<file path="src/rtl/serial_paralelo.sv">
// Receive-side serial-to-parallel converter.
// Assembles MSB-first serial bits into bytes, acquires sync on a run of COM
// characters, then distributes data bytes round-robin onto four 8-bit lanes.
module serial_paralelo #(
    parameter logic [7:0]  COM     = 8'hBC,
    parameter int unsigned SYNC_BC = 4
) (
    input  logic       clk,
    input  logic       reset,
    input  logic       data_in,
    output logic [7:0] data_out0,
    output logic [7:0] data_out1,
    output logic [7:0] data_out2,
    output logic [7:0] data_out3,
    output logic       valid_out0,
    output logic       valid_out1,
    output logic       valid_out2,
    output logic       valid_out3,
    output logic       active
);

    localparam logic [3:0] SyncBc = 4'(SYNC_BC);

    typedef enum logic [0:0] {
        StSearch,
        StActive
    } state_e;

    state_e      state_q, state_d;
    logic [2:0]  bit_cnt_q;
    // Only the last seven bits are kept; the eighth comes straight from data_in.
    logic [6:0]  shift_q;
    logic [3:0]  bc_cnt_q, bc_cnt_d;
    logic [1:0]  ptr_q, ptr_d;
    logic [7:0]  hold_q [4];
    logic [7:0]  hold_d [4];
    logic [7:0]  data_q [4];
    logic [7:0]  data_d [4];
    logic [3:0]  valid_q, valid_d;
    logic        active_q, active_d;

    logic        byte_done;
    logic [7:0]  new_byte;

    assign byte_done = (bit_cnt_q == 3'd7);
    assign new_byte  = {shift_q, data_in};

    // Bit counter and shift register: free-running, alignment fixed by reset release.
    always_ff @(posedge clk or negedge reset) begin
        if (!reset) begin
            bit_cnt_q <= 3'd0;
            shift_q   <= 7'd0;
        end else begin
            bit_cnt_q <= bit_cnt_q + 3'd1;
            shift_q   <= {shift_q[5:0], data_in};
        end
    end

    // State, counters, holding registers and registered lane outputs.
    always_ff @(posedge clk or negedge reset) begin
        if (!reset) begin
            state_q  <= StSearch;
            bc_cnt_q <= 4'd0;
            ptr_q    <= 2'd0;
            valid_q  <= 4'd0;
            active_q <= 1'b0;
            for (int i = 0; i < 4; i++) begin
                hold_q[i] <= 8'd0;
                data_q[i] <= 8'd0;
            end
        end else begin
            state_q  <= state_d;
            bc_cnt_q <= bc_cnt_d;
            ptr_q    <= ptr_d;
            valid_q  <= valid_d;
            active_q <= active_d;
            for (int i = 0; i < 4; i++) begin
                hold_q[i] <= hold_d[i];
                data_q[i] <= data_d[i];
            end
        end
    end

    // Next-state: sync acquisition in SEARCH, lane distribution and flush in ACTIVE.
    always_comb begin
        state_d  = state_q;
        bc_cnt_d = bc_cnt_q;
        ptr_d    = ptr_q;
        active_d = active_q;
        valid_d  = 4'd0;  // valids are single-cycle pulses
        for (int i = 0; i < 4; i++) begin
            hold_d[i] = hold_q[i];
            data_d[i] = data_q[i];
        end

        if (byte_done) begin
            unique case (state_q)
                StSearch: begin
                    if (new_byte == COM) begin
                        bc_cnt_d = bc_cnt_q + 4'd1;
                        if ((bc_cnt_q + 4'd1) == SyncBc) begin
                            state_d  = StActive;
                            active_d = 1'b1;
                        end
                    end else begin
                        bc_cnt_d = 4'd0;
                    end
                end
                StActive: begin
                    if (new_byte != COM) begin
                        hold_d[ptr_q] = new_byte;
                        ptr_d         = ptr_q + 2'd1;
                        if (ptr_q == 2'd3) begin
                            data_d[0] = hold_q[0];
                            data_d[1] = hold_q[1];
                            data_d[2] = hold_q[2];
                            data_d[3] = new_byte;
                            valid_d   = 4'b1111;
                        end
                    end else if (ptr_q != 2'd0) begin
                        // COM mid-word flushes the partial word; unused lanes are zeroed.
                        for (int i = 0; i < 4; i++) begin
                            if (2'(i) < ptr_q) begin
                                data_d[i]  = hold_q[i];
                                valid_d[i] = 1'b1;
                            end else begin
                                data_d[i]  = 8'd0;
                            end
                        end
                        ptr_d = 2'd0;
                    end
                end
                default: state_d = StSearch;
            endcase
        end
    end

    assign data_out0  = data_q[0];
    assign data_out1  = data_q[1];
    assign data_out2  = data_q[2];
    assign data_out3  = data_q[3];
    assign valid_out0 = valid_q[0];
    assign valid_out1 = valid_q[1];
    assign valid_out2 = valid_q[2];
    assign valid_out3 = valid_q[3];
    assign active     = active_q;

endmodule

</file>
<file path="config.mk">
export PLATFORM = sky130hd
export DESIGN_NAME = serial_paralelo
export DESIGN_NICKNAME = d
export VERILOG_FILES = /design/src/rtl/serial_paralelo.sv
export SDC_FILE = /design/constraint.sdc
export NUM_CORES = 1
export LEC_CHECK = 0
export ABC_AREA = 1
export CAP_MARGIN = 15
export CORE_ASPECT_RATIO = 1.1
export CORE_MARGIN = 4
export CORE_UTILIZATION = 45
export CTS_CLUSTER_DIAMETER = 150
export DETAILED_ROUTE_END_ITERATION = 7
export PLACE_DENSITY_LB_ADDON = 0.3
export REMOVE_ABC_BUFFERS = 1
export SYNTH_ARGS = -nofsm -noshare
export SYNTH_HDL_FRONTEND = slang
export SYNTH_SLANG_ARGS = --single-unit
</file>
<file path="constraint.sdc">
create_clock -name clk -period 1.53 [get_ports clk]
set_input_delay 0.153 -clock clk [delete_from_list [all_inputs] [get_ports clk]]
set_output_delay 0.153 -clock clk [all_outputs]
set_load 0.01 [all_outputs]
</file>
* After elaboration in Yosys (flattened, before gate mapping)
Index checks and enable logic that the tools add are counted.
** Operators by class
- Add/subtract/negate cells :: 3
- $lt $le $gt $ge :: 6
- Equal/unequal tests :: 6
- Mux-type cells :: 25
- Bitwise gates (word level) :: 2
- Reductions and logical operators :: 8
** Operators with widths (number)
- $mux 32 :: 3
- $mux 8 :: 5
- $bwmux 32 :: 1
- $mux 4 :: 6
- $demux 8 s2 :: 1
- $eq 8x8->1 const B :: 1
- $ne 8x8->1 const B :: 1
- $reduce_and 4->1 :: 2
- $mux 1 :: 7
- $reduce_and 3->1 :: 2
- $add 4x1->4 const B :: 1
- $eq 4x3->1 const B :: 1
- $lt 1x2->1 const A :: 2
- $lt 2x2->1 const A :: 2
- $mux 2 :: 2
- $reduce_bool 2->1 :: 2
- $add 3x1->3 const B :: 1
- $eq 3x3->1 const B :: 1
- $ge 3x3->1 const B :: 1
- $lt 3x1->1 const B :: 1
- $not 2->3 :: 1
- $add 2x1->2 const B :: 1
- $eq 2x2->1 const B :: 1
- $ne 2x1->1 const B :: 1
- 3 further kinds :: 3
** Storage, ports and cells
- Flip-flop bits (word level) :: 86
- Input port bits :: 3
- Output and inout bits :: 37
- Word-level logic and storage cells :: 65

* Depth between registers and ports, before layout
Gate-level depths: netlist of run 1.
- Depth in word-level cells :: 6
- Mapped depth :: 9
- Gate-level depth less buffers :: 8

* Worst setup path after synthesis of run 1
Ideal clock, no wire load.
- Path kind :: reg2reg
- From :: register bit_cnt_q[0]
- To :: register data_q, in the netlist data_out1[0]
- Setup time :: 116 ps
- Arrival time :: 1487 ps
- Data required time :: 1414 ps
- Setup slack :: -74 ps
- Cell stages (with the launch flop) :: 10
- Buffers on the path :: 1
- Clock period less this slack :: 1604 ps
- Cells stage by stage :: dfrtp_1 ha_1 ha_1 nand2_1 inv_1 nand2_2 nor2_8 buf_12 nand2_2 nand2_1
** Between the ends
- Cells in the longest elaborated chain, start to end :: 2
** RTL lines
- from (decl) :: RTL line 30 : logic [2:0] bit_cnt_q;
- from (signal assigned) :: RTL line 54 : bit_cnt_q <= bit_cnt_q + 3'd1;
- $eq 3x3->1 :: RTL line 45 : assign byte_done = (bit_cnt_q == 3'd7);
- $reduce_and 4->1 (no line)
- to (signal, indexed assignment) :: RTL line 79 : data_q[i] <= data_d[i];
- to (decl) :: RTL line 37 : logic [7:0] data_q [4];
Every way passes these cells.
A chain may end at the register's enable or synchronous reset.

* Worst setup path in the final report of run 1
- From :: register bit_cnt_q[0]
- To :: register hold_q[16] in the netlist's numbering
** Between the ends
- Cells in the longest elaborated chain, start to end :: 2
** RTL lines
- $eq 3x3->1 :: RTL line 45
- $reduce_and 3->1 (no line)
- to (signal, indexed assignment) :: RTL line 78 : hold_q[i] <= hold_d[i];
- to (decl) :: RTL line 35 : logic [7:0] hold_q [4];
Every way passes these cells.

==> results of run 1 <==
==> how the worst max path moves through the flow <==
stage	to	slack, ns
floorplan	data_out3[2]$_DFFE_PN0P_	-0.12
global placement	hold_q[18]$_DFFE_PN0P_	-0.11
detailed placement	hold_q[24]$_DFFE_PN0P_	-0.17
CTS	hold_q[8]$_DFFE_PN0P_	0.0006
global route	hold_q[25]$_DFFE_PN0P_	-0.04
finish	hold_q[16]$_DFFE_PN0P_	0.03
==> registers in the layout (all words and copies together), names as in the netlist <==
| signal | flops |
|---|---|
| state_q | 1 |
| data_out3 | 8 |
| valid_q | 4 |
| shift_q | 7 |
| active | 1 |
| data_out0 | 8 |
| data_out1 | 8 |
| bit_cnt_q | 3 |
| ptr_q | 2 |
| data_out2 | 8 |
| bc_cnt_q | 4 |
| hold_q | 24 |
==> per-layer routing <==
metal,vias up,wire [µm],global-route usage,share of wire
li1,1187,-,-,-
met1,1165,3194,0.2332,0.45
met3,11,290,0.04665,0.041
met5,-,0,0,0
met4,0,182,0.06644,0.026
met2,47,3385,0.2711,0.48
==> what timing repair did <==
item | in CTS | in global routing
hold endpoints to repair | 28 | 0
resized for setup | 7 | 27
endpoints found under the setup margin | 39 | 53
cloned | 2 | 1
hold buffers | 1 | 0
buffers inserted | 5 | 4
pin swaps | 6 | 8
==> critical path: stages (launching register included) <==
cell and delay, ns:
dfrtp_1 0.39, ha_4 0.15, ha_4 0.14, nand2_4 0.06
buf_6 0.13, nor2_8 0.08, buf_12 0.17, nand2_8 0.09
nand2_1 0.09, o21ai_1 0.06
==> through the flow <==
step / cells / utilization / area, µm² / power [mW]
global placement: 467 / 0.5490 / 3869 / 2.607
detailed placement: 467 / 0.5490 / 3869 / 2.621
floorplan: 325 / - / 3177 / 2.413
global route: 496 / 0.6158 / 4339 / 4.451
CTS: 491 / 0.5980 / 4214 / 4.291
finish: 496 / 0.6158 / 4339 / 4.266
==> final cells by class <==
class                           instances  area [µm²]  area share
Clock buffer                           12       145.1     0.03345
Clock inverter                          4       70.07     0.01615
Inverter                               30       115.1     0.02653
Multi-Input combinational cell        220        1252      0.2886
Sequential cell                        78        1954      0.4504
Tap cell                               85       106.4     0.02451
Timing Repair Buffer                   67       695.7      0.1603
==> report_power, final <==
group	internal, mW	leakage, nW	total, mW	switching [mW]
logic	0.175	1.16	0.363	0.188
clock network	0.960	0.110	1.67	0.710
registers	2.17	0.924	2.23	0.0654
total	3.30	2.20	4.27	0.963
==> cell families after synthesis <==
family                   count (synthesis)  synth area share
AO/OA/AOI/OAI                           29           0.04426
XOR/XNOR                                 1          0.002671
adder cells (fa/ha/maj)                  7           0.02671
buffers and inverters                   40           0.06562
flip-flops                              78            0.5952
AND/OR/NAND/NOR                        180            0.2655
==> cells in the mapped netlist, drive strengths merged <==
cell type and n:
buf 10, dfrtp 78, nand4 11, inv 30, xor2 1, nand2 137
ha 7, nand3 5, o21ai 29, nor2 27
==> metrics.csv, run 1 <==
metric,value,unit
via count,2410,
Filler cells,603,
CTS Buf Count,9,
H-tree levels,3,
antenna violations before repair,0,
count of cell types in the netlist,20,
"commonest non-fill, non-tap cell in the layout",nand2_1,
Syn. warnings,0,
Wirelength per Cell,14.22,µm
crit start category,flop,
Nets,416,
Num Clock Sinks,78,
Final setup violation count,0,
Fin. Hold Viols,0,
CTS Buffer Depth,2,
gp weighted congestion,0.9301,
Synth Cell Area,3279,µm²
vias in the first global route,2400,
Hold Path Class,in -> async,
IO Port Bufs,39,
RSZ-0062 raised after global routing,yes,
Pins Over Slew Limit,0,
Clock Pin Slew Worst Setup and Hold Paths,0.08,ns
root buffer selected by CTS,clkbuf_8,
gr ovfl total,0,
GR Util All Layers,0.1754,
endpoint type of the worst setup path,flop,
Worst EP required,1.76,ns
first-pass detailed-route iteration total,4,
placeable core area,7047,µm²
fin crit share,0.9792,
TritonCTS clock tree,yes,
VDD IR-drop max,647.2,µV
Layout Area Growth over Synthesis,32.32,%
PwrDens,983.1,nW/µm²
initial drt markers,90,
terminus of the critical flop-to-flop path,hold_q[16]$_DFFE_PN0P_,
worst setup margin,0.03184,ns
TNS Setup,0,ns
synthesized flop and latch total,78,
n_diodes,0,
worst setup path start,bit_cnt_q[0]$_DFF_PN0_,
Mapped Cells,335,
Setup CP Type,reg -> reg,
layout cell share with drive strength beyond 1,0.2409,
area of the die,8719,µm²
WP data arrival,1.73,ns
Setup Skew,0.007866,ns
Synth Area per Inst,9.789,µm²
CP max FO,8,
Worst Tran Pin Value,0.3941,ns
r2r worst-path depth,9,
vias per cell,4.859,
Post-DP HPWL,4627,µm
DR DRC count,0,
clk_lat worst skew,0.34,ns
cell taking the most area after synthesis,dfrtp_1,
Starting Density,0.4654,
status,finished clean,
io pins,40,
FMAX,0.6675,GHz
Worst slew margin,0.7372,
Leak Pwr,2.195,nW
max cap viols,0,
largest net degree at the start of global routing,51,
Worst R2R Start,bit_cnt_q[0]$_DFF_PN0_,
Place WS,-0.1704,ns
placement row count,32,
most frequent cells in the layout,"nand2_1 (109), dfrtp_1 (76), clkdlybuf4s50_1 (38), o21ai_1 (24), inv_1 (23)",
Synth top area share,0.5952,
sequential element share of the synthesized area,0.5952,
post-route ant nets,0,
synth top area cells,"dfrtp_1 (60%), nand2_1 (14%), o21ai_1 (3.7%)",
Die Ht,97.54,µm
first-pass GRT wire length,11560,µm
"wirelength, routed",7053,µm
crit path time final,1.498,ns
"reg-to-reg slack, setup",0.03,ns
hold slack,0.2729,ns
chip width,89.40,µm
No activity file was read; power rests on OpenSTA's default activity.
==> inputs of run 2 (changes only) <==
--- a/config.mk
+++ b/config.mk
@@ -11,6 +11,7 @@
 export CORE_MARGIN = 4
 export CORE_UTILIZATION = 45
 export CTS_CLUSTER_DIAMETER = 150
+export CTS_CLUSTER_SIZE = 30
 export DETAILED_ROUTE_END_ITERATION = 7
 export PLACE_DENSITY_LB_ADDON = 0.3
 export REMOVE_ABC_BUFFERS = 1
==> results of run 2 <==
The final DEF is identical to that of run 1; final timing and power are the same.
